**src/rtl/mips_multicycle_control.sv**
```systemverilog
// mips_multicycle_control: Moore FSM sequencing the multi-cycle MIPS datapath with a retired-instruction counter
module mips_multicycle_control #(
  parameter int CNT_W = 16
) (
  input  logic             clk,
  input  logic             rst,
  input  logic [5:0]       opcode,
  input  logic             zero,
  input  logic             mem_ready,
  output logic             pc_write,
  output logic [1:0]       pc_src,
  output logic             ir_write,
  output logic             iord,
  output logic             mem_read,
  output logic             mem_write,
  output logic             mem_to_reg,
  output logic             reg_write,
  output logic             reg_dst,
  output logic             alu_src_a,
  output logic [1:0]       alu_src_b,
  output logic [1:0]       alu_op,
  output logic             illegal_op,
  output logic             instr_retired,
  output logic [CNT_W-1:0] retired_count,
  output logic [3:0]       state
);
  typedef enum logic [3:0] {
    FETCH, DECODE, MEM_ADDR, MEM_READ, MEM_WB, MEM_WRITE, EXECUTE,
    ALU_WB, BRANCH, JUMP, ADDI_EX, ADDI_WB, TRAP
  } state_t;
  state_t st, nxt;
  logic [CNT_W-1:0] cnt;
  always_ff @(posedge clk) begin
    if (rst) begin
      st  <= FETCH;
      cnt <= '0;
    end else begin
      st  <= nxt;
      cnt <= cnt + CNT_W'(instr_retired);
    end
  end
  always_comb begin
    nxt = FETCH;
    case (st)
      FETCH:     nxt = mem_ready ? DECODE : FETCH;
      DECODE:    nxt = opcode == 6'b000000 ? EXECUTE :
                       (opcode == 6'b100011 || opcode == 6'b101011) ? MEM_ADDR :
                       opcode == 6'b000100 ? BRANCH :
                       opcode == 6'b000010 ? JUMP :
                       opcode == 6'b001000 ? ADDI_EX : TRAP;
      MEM_ADDR:  nxt = opcode == 6'b100011 ? MEM_READ : MEM_WRITE;
      MEM_READ:  nxt = mem_ready ? MEM_WB : MEM_READ;
      MEM_WRITE: nxt = mem_ready ? FETCH : MEM_WRITE;
      EXECUTE:   nxt = ALU_WB;
      ADDI_EX:   nxt = ADDI_WB;
      default:   nxt = FETCH;
    endcase
  end
  // Reset overrides every output, including the ones that follow live inputs.
  always_comb begin
    {pc_write, pc_src, ir_write, iord, mem_read, mem_write, mem_to_reg,
     reg_write, reg_dst, alu_src_a, alu_src_b, alu_op, illegal_op} = '0;
    if (!rst) case (st)
      FETCH:     begin mem_read = 1'b1; alu_src_b = 2'b01; ir_write = mem_ready; pc_write = mem_ready; end
      DECODE:    alu_src_b = 2'b11;
      MEM_ADDR:  begin alu_src_a = 1'b1; alu_src_b = 2'b10; end
      MEM_READ:  begin mem_read = 1'b1; iord = 1'b1; end
      MEM_WB:    begin reg_write = 1'b1; mem_to_reg = 1'b1; end
      MEM_WRITE: begin mem_write = 1'b1; iord = 1'b1; end
      EXECUTE:   begin alu_src_a = 1'b1; alu_op = 2'b10; end
      ALU_WB:    begin reg_write = 1'b1; reg_dst = 1'b1; end
      BRANCH:    begin alu_src_a = 1'b1; alu_op = 2'b01; pc_src = 2'b01; pc_write = zero; end
      JUMP:      begin pc_src = 2'b10; pc_write = 1'b1; end
      ADDI_EX:   begin alu_src_a = 1'b1; alu_src_b = 2'b10; end
      ADDI_WB:   reg_write = 1'b1;
      TRAP:      illegal_op = 1'b1;
      default:   ;
    endcase
  end
  assign instr_retired = !rst && (st == MEM_WB || st == ALU_WB || st == BRANCH ||
                                  st == JUMP || st == ADDI_WB || (st == MEM_WRITE && mem_ready));
  assign retired_count = rst ? '0 : cnt;
  assign state         = rst ? 4'd0 : st;
endmodule

```
**config.mk**
```make
export PLATFORM = sky130hd
export DESIGN_NAME = mips_multicycle_control
export DESIGN_NICKNAME = d
export VERILOG_FILES = /design/src/rtl/mips_multicycle_control.sv
export SDC_FILE = /design/constraint.sdc
export NUM_CORES = 1
export LEC_CHECK = 0
export BUFFER_PORTS_ARGS = -buffer_cell sky130_fd_sc_hd__buf_4
export CELL_PAD_IN_SITES_DETAIL_PLACEMENT = 0
export CELL_PAD_IN_SITES_GLOBAL_PLACEMENT = 2
export CORE_MARGIN = 1.5
export CORE_UTILIZATION = 29
export CTS_CLUSTER_SIZE = 28
export DETAILED_ROUTE_END_ITERATION = 6
export PLACE_DENSITY = 0.85
export SLEW_MARGIN = 0
export SYNTH_ARGS = -nofsm -noshare
export SYNTH_HDL_FRONTEND = slang
export SYNTH_SLANG_ARGS = --single-unit
```
**constraint.sdc**
```tcl
create_clock -name clk -period 4.71 [get_ports clk]
set_input_delay 0.7065 -clock clk [delete_from_list [all_inputs] [get_ports clk]]
set_output_delay 0.7065 -clock clk [all_outputs]
set_load 0.05 [all_outputs]
```
==> impl_metrics.json, run 1 <==
{
  "combPwrFrac_pct": 22.6,
  "drc_errors": 0,
  "maxCapViolCount": 0,
  "layout_common_cells": "buf_4 (46), nor2_1 (27), nor2b_1 (22)",
  "cts_resized": 0,
  "grt_use_total_pct": 13.6,
  "yosysWarningCount": 0,
  "switchingPower_w": 0.000124,
  "slew_viol_final": 0,
  "min_path_cells": 2,
  "rr_worst_depth": 10,
  "cts_hold_buf": 0,
  "nets": 239,
  "fmax_ghz": 0.310,
  "detail-route-antenna-nets": 0,
  "die_y_um": 73.5,
  "fin_skew_ns": 0.00125,
  "cts_setup_buffers": 0,
  "initial_core_util_pct": 30.3,
  "clockRootBuffer": "clkbuf_8",
  "crit_type": "reg -> reg",
  "intPower_w": 0.000279,
  "status": "finished, final reports clean",
  "clock_power_share_pct": 31.8,
  "period_share_pct": 68.5,
  "clk_pin_slew_ns": 0.07,
  "stdcell_count": 293,
  "rows": 25,
  "ir_drop_uv": 116,
  "p_seq_share_pct": 45.6,
  "setup_violations": 0,
  "switching_share_pct": 30.8,
  "routedWlPerCell_um": 11.8,
  "routed_wl_mm": 3.46,
  "critPathArrivalTime_ns": 3.37,
  "setup.worst_path.start_class": "flop",
  "cts-buffers-inserted": 3,
  "cts_tree": "yes",
  "worstPathRequired_ns": 4.86,
  "synth_ff_type": "dfxtp_1",
  "syn_inst": 191,
  "worstMarginPinSlew_ns": 0.845,
  "antenna_found_initial": 0,
  "grt_pass1_vias": 1206,
  "ioPinCount": 47,
  "ys_seq_area_share_pct": 27.8,
  "port_buffers": 46,
  "fillers": 539,
  "drt-initial-drc-count": 76,
  "drive_above_1_share_pct": 26.5,
  "slew_headroom_pct": 43.6,
  "avgSynthCellArea_um2": 7.55,
  "syn_area_um2": 1440,
  "hold_class": "reg -> reg",
  "place_congestion": 0.800,
  "die_x_um": 73.5,
  "clk_path_buf_depth": 2,
  "synthArstFlopShare_pct": 0,
  "dieArea_um2": 5410,
  "power.density_nw_per_um2": 217,
  "n_antenna_cell": 0,
  "synth-seq-cells": 20,
  "dp_hpwl_mm": 2.54,
  "critPathCaptureType": "flop",
  "viasPerCell": 4.66,
  "worstSkewPairLatency_ns": 0.25,
  "leakage_nw": 0.789,
  "min_period_ns": 3.23,
  "grt_start_max_net_pins": 46,
  "numClockSinks": 20,
  "crit_fanout": 20,
  "hold_viol_final": 0,
  "gr-total-overflow": 0,
  "fp.coreArea_um2": 4750,
  "final_common_cell": "buf_4",
  "syn_to_final_growth_pct": 29.0,
  "synth-edff-count": 0,
  "drtPass1Iterations": 4,
  "syn_nets": 203,
  "grt_pass1_wl_mm": 5.84,
  "fin_tns_setup_ns": 0,
  "cts.htree.levels": 1,
  "ys_types": 43,
  "vias": 1365,
  "rsz0062_at_grt": "false",
  "place_inst": 289
}
-- routing by layer --
layer  track usage (%)  up-vias  share of wire, %  wire length, µm
met4              3.09        0                 0                0
met5                 0        -                 0                0
met3              3.57        0               5.5              190
li1                  -      729                 -                -
met2              19.3       30                42             1450
met1              20.3      606                53             1820
-- cells in the mapped netlist, drive strengths merged, types with 2 or more instances --
cell type	instances	area share (%)
nor2	27	7.0
nor2b	22	9.5
dfxtp	20	28
nand2	14	3.6
buf	9	3.1
a21oi	8	2.8
nand3	8	3.1
nor3	7	2.4
xor2	7	4.2
clkbuf	6	1.6
o21ai	6	2.1
nand4	5	3.2
nor4	5	3.2
xnor2	5	3.0
and3	4	1.7
mux2	4	3.6
nand2b	4	1.7
a2111oi	3	1.8
inv	3	0.78
a21boi	2	1.0
and2	2	0.87
ha	2	1.7
o21bai	2	1.0
or3	2	0.87
or3b	2	1.2
-- through the flow --
| step | power [W] | setup slack [ns] | hold WS [ns] | area [µm²] | utilization [%] |
|---|---|---|---|---|---|
| floorplan | 0.000251 | 0.415 | 0.500 | 1440 | - |
| global placement | 0.000280 | 1.63 | 0.524 | 1810 | 38.0 |
| detailed placement | 0.000279 | 1.47 | 0.525 | 1810 | 38.0 |
| CTS | 0.000410 | 1.44 | 0.545 | 1860 | 39.1 |
| global route | 0.000430 | 1.19 | 0.579 | 1860 | 39.1 |
| finish | 0.000403 | 1.48 | 0.543 | 1860 | 39.1 |
-- state kept, by name, summed over array words and instances, names as in the netlist --
name,cells
cnt,16
st,4
-- critical path, cell delays in order (launching register included) --
cell and delay [ns]:
dfxtp_1 0.71, nand2b_1 0.27, o21a_1 0.13, nor2_1 0.04
a2111oi_1 0.53, ha_1 0.25, ha_1 0.24, inv_1 0.09
nor3_1 0.32, and3_1 0.21, mux2_2 0.32
-- power groups by stage --
stage	Combinational [W]	Clock, W	Sequential [W]
after floorplan	0.0000743	0	0.000177
after global placement	0.0000919	0	0.000188
after detailed placement	0.0000910	0	0.000188
after CTS	0.0000913	0.000135	0.000184
after global routing	0.0000991	0.000145	0.000186
final	0.0000909	0.000128	0.000184
-- cells by family (layout without fill, tap and decap cells) --
logic type	Yosys count	after routing	share of synthesized area (%)
and+or+nand+nor	107	107	41.2
AOI/OAI and AO/OA	28	28	12.9
DFF	20	20	27.8
buffers and inverters	18	53	5.46
xor gates and xnor gates	12	12	7.29
muxes	4	4	3.64
adders and majority gates	2	2	1.73
-- path summary, 6_finish.rpt --
path / from / endpoint / slack [ns]
worst min-delay path: cnt[11]$_SDFF_PP0_ / cnt[11]$_SDFF_PP0_ / 0.54
worst min register to register: cnt[11]$_SDFF_PP0_ / cnt[11]$_SDFF_PP0_ / 0.54
worst max-delay path: st[1]$_SDFF_PP0_ / cnt[10]$_SDFF_PP0_ / 1.48
worst max register to register: st[1]$_SDFF_PP0_ / cnt[10]$_SDFF_PP0_ / 1.48
-- area by class of cell --
class | instances | area, µm² | area share, %
multi-input combinational | 153 | 965 | 51.8
sequential | 20 | 400 | 21.5
timing repair buffer | 46 | 345 | 18.6
tap | 67 | 83.8 | 4.51
clock buffer | 4 | 55.1 | 2.96
inverter | 3 | 11.3 | 0.605
(Power assumes the default switching activity.)
==> run 2, diff against run 1 <==
--- a/config.mk
+++ b/config.mk
@@ -9,10 +9,10 @@
 export CELL_PAD_IN_SITES_DETAIL_PLACEMENT = 0
 export CELL_PAD_IN_SITES_GLOBAL_PLACEMENT = 2
 export CORE_MARGIN = 1.5
-export CORE_UTILIZATION = 29
+export CORE_UTILIZATION = 25
 export CTS_CLUSTER_SIZE = 28
 export DETAILED_ROUTE_END_ITERATION = 6
-export PLACE_DENSITY = 0.85
+export PLACE_DENSITY = 0.78
 export SLEW_MARGIN = 0
 export SYNTH_ARGS = -nofsm -noshare
 export SYNTH_HDL_FRONTEND = slang
==> constraint.sdc (replaced) <==
create_clock -name clk -period 2.7 [get_ports clk]
set_input_delay 0.405 -clock clk [delete_from_list [all_inputs] [get_ports clk]]
set_output_delay 0.405 -clock clk [all_outputs]
set_load 0.05 [all_outputs]
==> run 2 against run 1 <==
Compared with the run above: flip-flop and latch count did not move; register-to-register slack got worse by 1.2 ns; clock-buffer cell count is 1 lower; via count grew 5.3%; maximum frequency up 32%; wire length increased by 10%; setup slack got worse by 1.2 ns; final cell count rose by 3.8%; clock power is 55% higher; clock skew increased by 0.0031 ns; critical path type unchanged; largest cell class unchanged.
==> impl_metrics.json, run 2 (synthesis results as in run 1) <==
{
  "status": "finished, final reports clean",
  "viasPerCell": 4.73,
  "largest_reg_flops": 16,
  "switchingPower_w": 0.000230,
  "crit_fanout": 5,
  "cts.htree.levels": 1,
  "layout_common_cells": "buf_4 (53), nor2_1 (27), nor2b_1 (22)",
  "clock_power_share_pct": 28.5,
  "dp_hpwl_mm": 2.89,
  "cts_resized": 0,
  "nets": 246,
  "maxCapViolCount": 0,
  "switching_share_pct": 33.0,
  "drc_errors": 0,
  "numClockSinks": 20,
  "dieArea_um2": 6240,
  "critPathCaptureType": "flop",
  "clk_pin_slew_ns": 0.08,
  "critPathBufInv": 1,
  "rsz0062_at_grt": "false",
  "vias": 1437,
  "setup_violations": 0,
  "die_y_um": 79.0,
  "place_congestion": 0.759,
  "combPwrFrac_pct": 27.4,
  "cpMaxStageDelayCell": "a2111oi_4",
  "crit_type": "reg -> reg",
  "slew_headroom_pct": 70.8,
  "initial_core_util_pct": 26.0,
  "die_x_um": 79.0,
  "stdcell_count": 304,
  "grt_use_total_pct": 12.1,
  "n_antenna_cell": 0,
  "grt_pass1_vias": 1268,
  "regMostFlops": "cnt",
  "power.density_nw_per_um2": 355,
  "p_seq_share_pct": 44.1,
  "worstMarginPinSlew_ns": 0.438,
  "grt_start_max_net_pins": 45,
  "hold_viol_final": 0,
  "grt_pass1_wl_mm": 6.08,
  "port_buffers": 46,
  "final_common_cell": "buf_4",
  "critPathTopFamily": "simple AND/OR/NAND/NOR gates",
  "drive_above_1_share_pct": 32.8,
  "fin_skew_ns": 0.00431,
  "routedWlPerCell_um": 12.5,
  "antenna_found_initial": 0,
  "gr-total-overflow": 0,
  "ioPinCount": 47,
  "period_share_pct": 90.3,
  "path_cells": "nand2b_4 > o21a_1 > nor2_1 > a2111oi_4 > ha_2 > ha_1 > inv_1 > nor3_1 > and3_1 > mux2_2",
  "setup.worst_path.start_class": "flop",
  "fin_tns_setup_ns": 0,
  "routed_wl_mm": 3.82,
  "reg.largest.list": "cnt (16), st (4)",
  "drt-initial-drc-count": 86,
  "fp.coreArea_um2": 5540,
  "fmax_ghz": 0.410,
  "clk_path_buf_depth": 2,
  "slew_viol_final": 0,
  "min_period_ns": 2.44,
  "cts_tree": "yes",
  "finalPower_w": 0.000698,
  "cp_slowest_stage_delay_ns": 0.35,
  "drtPass1Iterations": 4,
  "intPower_w": 0.000467,
  "worstSkewPairLatency_ns": 0.26,
  "ir_drop_uv": 146,
  "worstPathRequired_ns": 2.85,
  "place_inst": 301,
  "cts-buffers-inserted": 3,
  "critPathArrivalTime_ns": 2.59,
  "cts_hold_buf": 0,
  "hold_class": "in -> reg",
  "clockRootBuffer": "clkbuf_8",
  "cts_setup_buffers": 0,
  "leakage_nw": 0.826,
  "rows": 27,
  "detail-route-antenna-nets": 0,
  "syn_to_final_growth_pct": 36.2
}
-- run 2: cell types whose count changed in the layout (fill, tap and decap cells not counted), sizes merged --
cell,delta
buf,+7
clkbuf,-1
-- run 2: path summary, 6_finish.rpt --
check / start / to / slack [ns] / cells after the start
setup / recovery: st[1]$_SDFF_PP0_ / cnt[10]$_SDFF_PP0_ / 0.26 / 10
hold / removal: opcode[4] / st[1]$_SDFF_PP0_ / 0.48 / 4
setup reg to reg: st[1]$_SDFF_PP0_ / cnt[10]$_SDFF_PP0_ / 0.26 / 10
hold reg to reg: cnt[11]$_SDFF_PP0_ / cnt[11]$_SDFF_PP0_ / 0.54 / 2
-- run 2: power by group through the flow --
stage          combinational (W)  sequential [W]  clock [W]
2_1_floorplan           0.000145        0.000309          0
3_3_place_gp            0.000194        0.000314          0
3_5_place_dp            0.000192        0.000314          0
4_1_cts                 0.000193        0.000307   0.000204
5_1_grt                 0.000207        0.000308   0.000214
6_report                0.000191        0.000307   0.000199
-- run 2: final cells by class --
| type | count | area, µm² |
|---|---|---|
| clock buffer | 3 | 41.3 |
| fill | 614 | 3580 |
| inverter | 3 | 11.3 |
| multi-input combinational | 153 | 1020 |
| sequential | 20 | 402 |
| tap | 72 | 90.1 |
| timing repair buffer | 53 | 398 |
-- run 2: stage by stage --
stage	area [µm²]	hold WS (ns)	util [%]	setup slack, ns
final	1960	0.479	35.5	0.261
after global routing	1960	0.519	35.5	0.0904
after CTS	1960	0.481	35.5	0.253
after detailed placement	1920	0.537	34.7	0.196
after global placement	1920	0.527	34.7	0.243
after floorplan	1530	0.500	-	-0.194
-- run 2: tightest hold or removal path, cell delays in order --
cell and delay (ns):
buf_4 0.09, nor2_1 0.06, nand3_1 0.08, a21oi_1 0.06
-- run 2: routing by layer --
metal / track usage (%) / routed length [µm] / vias to the layer above
met5: 0 / 0 / -
met4: 3.16 / 48 / 0
met3: 2.41 / 225 / 5
met2: 17.5 / 1550 / 33
met1: 18.0 / 1990 / 656
li1: - / - / 743
